[src/rtl/combo_entry.sv]
// combo_entry: six-digit combination capture front end with a one-cycle LOAD handoff.
// Defining COMBO_ENTRY_TIMEOUT_EN adds an inactivity timeout in COLLECT.
module combo_entry #(
  parameter int MAX_DIGIT      = 9,
  parameter int TIMEOUT_CYCLES = 1000000
) (
  input  logic       CLK,
  input  logic       RST,
  input  logic [4:0] DIGIT,
  input  logic       ENTER,
  input  logic       CLEAR,
  output logic [4:0] check1,
  output logic [4:0] check2,
  output logic [4:0] check3,
  output logic [4:0] check4,
  output logic [4:0] check5,
  output logic [4:0] check6,
  output logic       LOAD,
  output logic [2:0] IDX,
  output logic       ERR,
  output logic       TIMEOUT
);

  localparam logic [1:0] IDLE    = 2'd0;
  localparam logic [1:0] COLLECT = 2'd1;
  localparam logic [1:0] ISSUE   = 2'd2;
  localparam logic [4:0] MAX_D   = 5'(MAX_DIGIT);

  if (MAX_DIGIT < 0 || MAX_DIGIT > 31 || TIMEOUT_CYCLES < 2) begin : g_bad_cfg
    $error("combo_entry: illegal parameter setting");
  end

  logic [1:0] r_state;
  logic [2:0] r_idx;
  logic [4:0] r_slot [0:5];
  logic       r_load;
  logic       r_err;
  logic       w_expire;

  // Entry FSM: CLEAR and expiry beat ENTER; ISSUE always lasts exactly one cycle.
  always_ff @(posedge CLK) begin
    if (RST) begin
      r_state <= IDLE;
      r_idx   <= 3'd0;
      r_load  <= 1'b0;
      r_err   <= 1'b0;
      for (int i = 0; i < 6; i++) r_slot[i] <= 5'd0;
    end else begin
      r_load <= 1'b0;
      r_err  <= 1'b0;
      case (r_state)
        IDLE, COLLECT: begin
          if (CLEAR || w_expire) begin
            r_state <= IDLE;
            r_idx   <= 3'd0;
            for (int i = 0; i < 6; i++) r_slot[i] <= 5'd0;
          end else if (ENTER) begin
            if (DIGIT <= MAX_D) begin
              for (int i = 0; i < 6; i++) begin
                if (r_idx == 3'(i)) r_slot[i] <= DIGIT;
              end
              r_idx <= r_idx + 3'd1;
              if (r_idx == 3'd5) begin
                r_state <= ISSUE;
                r_load  <= 1'b1;
              end else begin
                r_state <= COLLECT;
              end
            end else begin
              r_err <= 1'b1;
            end
          end
        end
        ISSUE: begin
          // LOAD is already committed for this cycle; CLEAR only wipes the slots.
          r_state <= IDLE;
          r_idx   <= 3'd0;
          if (CLEAR) begin
            for (int i = 0; i < 6; i++) r_slot[i] <= 5'd0;
          end
        end
        default: begin
          r_state <= IDLE;
          r_idx   <= 3'd0;
        end
      endcase
    end
  end

`ifdef COMBO_ENTRY_TIMEOUT_EN
  localparam int            CW      = $clog2(TIMEOUT_CYCLES);
  localparam logic [CW-1:0] TO_LAST = CW'(TIMEOUT_CYCLES - 1);

  logic [CW-1:0] r_cnt;
  logic          r_timeout;

  assign w_expire = (r_state == COLLECT) && (r_cnt == TO_LAST) && !ENTER && !CLEAR;

  // Idle-cycle counter, live only while collecting and reset by any ENTER.
  always_ff @(posedge CLK) begin
    if (RST) begin
      r_cnt <= '0;
    end else if (r_state != COLLECT || ENTER || CLEAR || w_expire) begin
      r_cnt <= '0;
    end else begin
      r_cnt <= r_cnt + 1'b1;
    end
  end

  // One-cycle TIMEOUT pulse following expiry.
  always_ff @(posedge CLK) begin
    if (RST) begin
      r_timeout <= 1'b0;
    end else begin
      r_timeout <= w_expire;
    end
  end

  assign TIMEOUT = r_timeout;
`else
  assign w_expire = 1'b0;
  assign TIMEOUT  = 1'b0;
`endif

  assign check1 = r_slot[0];
  assign check2 = r_slot[1];
  assign check3 = r_slot[2];
  assign check4 = r_slot[3];
  assign check5 = r_slot[4];
  assign check6 = r_slot[5];
  assign LOAD   = r_load;
  assign IDX    = r_idx;
  assign ERR    = r_err;

endmodule
[config.mk]
export PLATFORM = sky130hd
export DESIGN_NAME = combo_entry
export DESIGN_NICKNAME = d
export VERILOG_FILES = /design/src/rtl/combo_entry.sv
export SDC_FILE = /design/constraint.sdc
export NUM_CORES = 1
export LEC_CHECK = 0
export ABC_CLOCK_PERIOD_IN_PS = 4730
export CORE_MARGIN = 2
export CORE_UTILIZATION = 36
export CTS_BUF_LIST = sky130_fd_sc_hd__clkbuf_2
export CTS_CLUSTER_DIAMETER = 30
export CTS_CLUSTER_SIZE = 10
export DETAILED_ROUTE_END_ITERATION = 6
export HOLD_SLACK_MARGIN = 0.12
export PLACE_DENSITY = 0.7
export SYNTH_ARGS = -nofsm -noshare
export SYNTH_HDL_FRONTEND = slang
export SYNTH_SLANG_ARGS = --single-unit
[constraint.sdc]
create_clock -name CLK -period 4.73 [get_ports CLK]
set_input_delay 0.473 -clock CLK [delete_from_list [all_inputs] [get_ports CLK]]
set_output_delay 0.473 -clock CLK [all_outputs]
set_load 0.03 [all_outputs]
### Yosys cells after proc, flatten, opt, wreduce, memory -nomap -nowiden

Memory sizes are Yosys's and may differ from the RTL's.
Cells that the tools add are included.

* register bits after elaboration: 7
* memory bits (writable): 30
* input port bits: 9
* output and inout bits: 36
* logic and storage cells: 111
* memories: 1

* $add $sub $neg: 1
* order comparisons: 1
* eq/ne operators: 7
* mux-type cells: 71
* bitwise operators: 20
* reduce and logical (&&, ||, !) cells: 6

Memories
* r_slot: words 6, width 5, rd ports 6, clocked after memory_dff 0, wr ports 6, RTL line 35 `logic [4:0] r_slot [0:5];`

Operator list (number)
* $mux W5: 18
* $mux W1: 52
* $or A1 B1 Y1: 18
* $eq A3 B2 Y1 const B: 2
* $eq A3 B3 Y1 const B: 2
* $le A5 B4 Y1 const B: 1
* $reduce_or A4 Y1: 1
* $add A3 B1 Y3 const B: 1
* $eq A3 B1 Y1 const B: 1
* $logic_not A3 Y1: 1
* $reduce_or A3 Y1: 1
* $eq A2 B1 Y1 const B: 1
* $eq A2 B2 Y1 const B: 1
* $logic_not A2 Y1: 1
* $mux W2: 1
* $not A1 Y1: 2
* $reduce_and A2 Y1: 1
* $reduce_or A2 Y1: 1

### Longest topological paths before layout

* depth after elaboration: 10
* gate-level depth with buffers: 4
* gate-level depth less buffers: 4

### Worst setup path after synthesis

OpenSTA, ideal clock, no wires.

* path type: input-to-reg
* from: in DIGIT[1]
* to: mem r_slot[0][0] (enable)
* library setup time: 374 ps
* data arrival time: 1429 ps
* data required time: 4356 ps
* setup slack: 2927 ps
* stages: 3
* path buffers: 0
* path through: o21ai_2 -> nand3_1 -> o21ai_0

RTL lines
* start: declaration: RTL line 9 `input logic [4:0] DIGIT,`
* end: declaration: RTL line 35

==> results by group <==
Worst hold path
  • Hold depth: 2
  • Worst Hold Class: reg -> reg

GRT
  • First-pass GRT wire length: 4.60 mm
  • Largest net degree at the start of global routing: 12
  • Final global-route overflow total: 0
  • Initial antenna violation count: 0
  • Tot GR Track Use: 0.145
  • Vias in the first global route: 989

Yosys
  • Main synth FF type: edfxtp_1
  • Register area share after synthesis: 0.720
  • Top cell type's share of synthesized area: 0.623
  • Most common cell in the netlist: edfxtp_1
  • Syn Std Cell Area: 1450 µm²
  • Area contributors post-synth: edfxtp_1 (62%), dfxtp_1 (9.7%), nor2_1 (7.0%)
  • Post-synth ARST share: 0
  • Post-synth EDFFs: 30
  • Flops & latches, synth: 37
  • Mapped Avg Cell Area: 13.1 µm²
  • Synth cell types: 23
  • Synth Instances: 110
  • Largest area contributor in the netlist: edfxtp_1
  • Ys Warns: 0
  • Most common library cells after synthesis: edfxtp_1 (30), nor2_1 (27), dfxtp_1 (7), o21ai_0 (7), nand2_1 (6)

STA
  • Final Cycle Share: 0.513
  • Final Max Slew Viols: 0
  • Final hold violation count: 0
  • Setup tns final: 0 ns
  • Clock Skews: 0.00763 ns
  • Setup violators final: 0
  • Worst setup slack after layout: 2.31 ns
  • Rel. slew slack: 0.533
  • Tmin final: 2.42 ns
  • Max frequency: 412 MHz
  • Unrepaired setup endpoints after global routing: false
  • Worst Max-Slew Pin Slew: 0.693 ns

Clocking
  • Hold_buf cts: 0
  • Maximum root-to-sink buffer count: 2
  • Skew-Pair Late Insertion Delay: 0.37 ns
  • CTS Sinks: 37
  • Cts bufs inserted: 5
  • Total setup buffers inserted after CTS: 0
  • Post-CTS sizing: 0
  • H-tree depth: 2
  • Reg clk slew, reported paths: 0.17 ns
  • CTS tree: yes
  • Root buffer cell: clkbuf_2

Final layout
  • Final net count: 178
  • Non-filler cells, final: 215
  • Final core utilization: 0.504
  • Storage element area: 1040 µm²
  • Diodes inserted: 0
  • Multi-input gate area: 399 µm²
  • Design area: 1990 µm²
  • Share of layout cells above drive strength 1: 0.0667
  • FILL cells: 339
  • Layout area overhead: 37.6%

Critical path
  • Critical path start-end classification: in -> reg
  • Cells along the critical path: clkdlybuf4s50_1, nor2b_1, nand3_1, o21ai_0
  • CP bufs+invs: 1
  • Crit path max-delay family: simple AND/OR/NAND/NOR gates
  • Worst Path Arrival: 2.46 ns
  • Worst EP required: 4.77 ns
  • Nature of the critical path endpoint: register
  • Critical path depth: 4
  • Crit path max fanout: 9
  • CP peak stage delay: 0.66 ns
  • Worst reg2reg path depth: 3
  • Critical Path Source Type: input pin
  • Worst path slowest cell: o21ai_0

Placement
  • Dpl cells: 207
  • Place WS: 1.88 ns
  • Cell Area, Placed: 1950 µm²
  • RePlAce Congestion: 0.817
  • HPWL Detailed: 2.18 mm
  • PortBufs: 43

Routing
  • Initial DRC count: 37
  • Via-to-Cell Ratio: 4.65
  • Drt drc: 0
  • Via Count: 999
  • Drt first pass iters: 4
  • Antenna violation net count after detailed routing: 0
  • DRT Wirelength: 2.88 mm
  • Routed len/inst: 13.4 µm

Pwr
  • Pwr dens: 296 nW/µm²
  • Pleak: 0.716 nW
  • Peak supply drop: 0.156 mV

Die
  • Total die area: 4540 µm²
  • Initial Util: 0.367
  • Core Area: 3940 µm²
  • Die extent in y: 67.4 µm
  • I/O pin total: 45
  • Num rows: 23
  • Chip Width: 67.4 µm

Job
  • # Max-Cap Violations: 0

Status
  • Status: finished clean
## stage by stage
stage               hold slack, ns  total power (W)
floorplan                    0.483         0.000422
global placement             0.513         0.000458
detailed placement           0.511         0.000459
CTS                          0.544         0.000591
global route                 0.561         0.000610
finish                       0.545         0.000588
## where the power goes
group | internal, W | switching, W | total [W]
logic | 0.0000320 | 0.0000506 | 0.0000826
registers | 0.000365 | 0.00000416 | 0.000369
clock network | 0.0000371 | 0.0000994 | 0.000137
total | 0.000434 | 0.000154 | 0.000588
## layout by cell type (no fill, tap or decap), drive strengths merged
master,count
clkdlybuf4s50,43
edfxtp,30
nor2,27
o21ai,8
dfxtp,7
conb,7
nand2,6
clkbuf,6
nand4,5
ha,5
inv,4
a21oi,4
nand3,2
clkinv,2
nor2b,1
nor3,1
o21a,1
nand2b,1
or3,1
a211oi,1
o211a,1
a311oi,1
o31ai,1
## worst reg2reg max path, cell delays in order (launching register included)
cell and delay, ns:
dfxtp_1 0.38, nor3_4 0.31, nand3_1 0.29, o21ai_0 0.66
## worst paths after layout
kind	start	end	slack, ns
min reg2reg	r_state[0]$_SDFFE_PP0P_	r_state[0]$_SDFFE_PP0P_	0.54
max	ENTER	r_slot[3][0]$_SDFFCE_PP0P_	2.31
max reg2reg	r_state[1]$_SDFFE_PP0P_	r_slot[3][0]$_SDFFCE_PP0P_	2.76
min	r_state[0]$_SDFFE_PP0P_	r_state[0]$_SDFFE_PP0P_	0.54
## sequential cells by signal, summed over array words and instances (netlist names)
| name | count |
|---|---|
| ERR | 1 |
| IDX | 3 |
| LOAD | 1 |
| r_slot | 30 |
| r_state | 2 |
## cell families after synthesis
| family | share of synthesized area |
|---|---|
| compound gates | 0.0727 |
| other cells | 0.00259 |
| simple gates | 0.142 |
| buf+inv | 0.0190 |
| fa+ha+maj | 0.0433 |
| flops | 0.720 |
## routing by layer
metal | up-vias | routed length, µm | part of all wire | GRT usage
li1 | 495 | - | - | -
met1 | 456 | 1280 | 0.44 | 0.170
met2 | 40 | 1330 | 0.46 | 0.225
met3 | 8 | 180 | 0.063 | 0.0583
met4 | 0 | 95 | 0.033 | 0.0867
met5 | - | 0 | 0 | 0
## cell type report
cell class                      instances  area share
Multi-Input combinational cell         73       0.201
Clock buffer                            6      0.0151
Sequential cell                        37       0.524
Timing Repair Buffer                   43       0.216
Clock inverter                          2     0.00503
Inverter                                4     0.00755
Tap cell                               50      0.0315
Note: power is estimated with default switching activity, not from simulation.
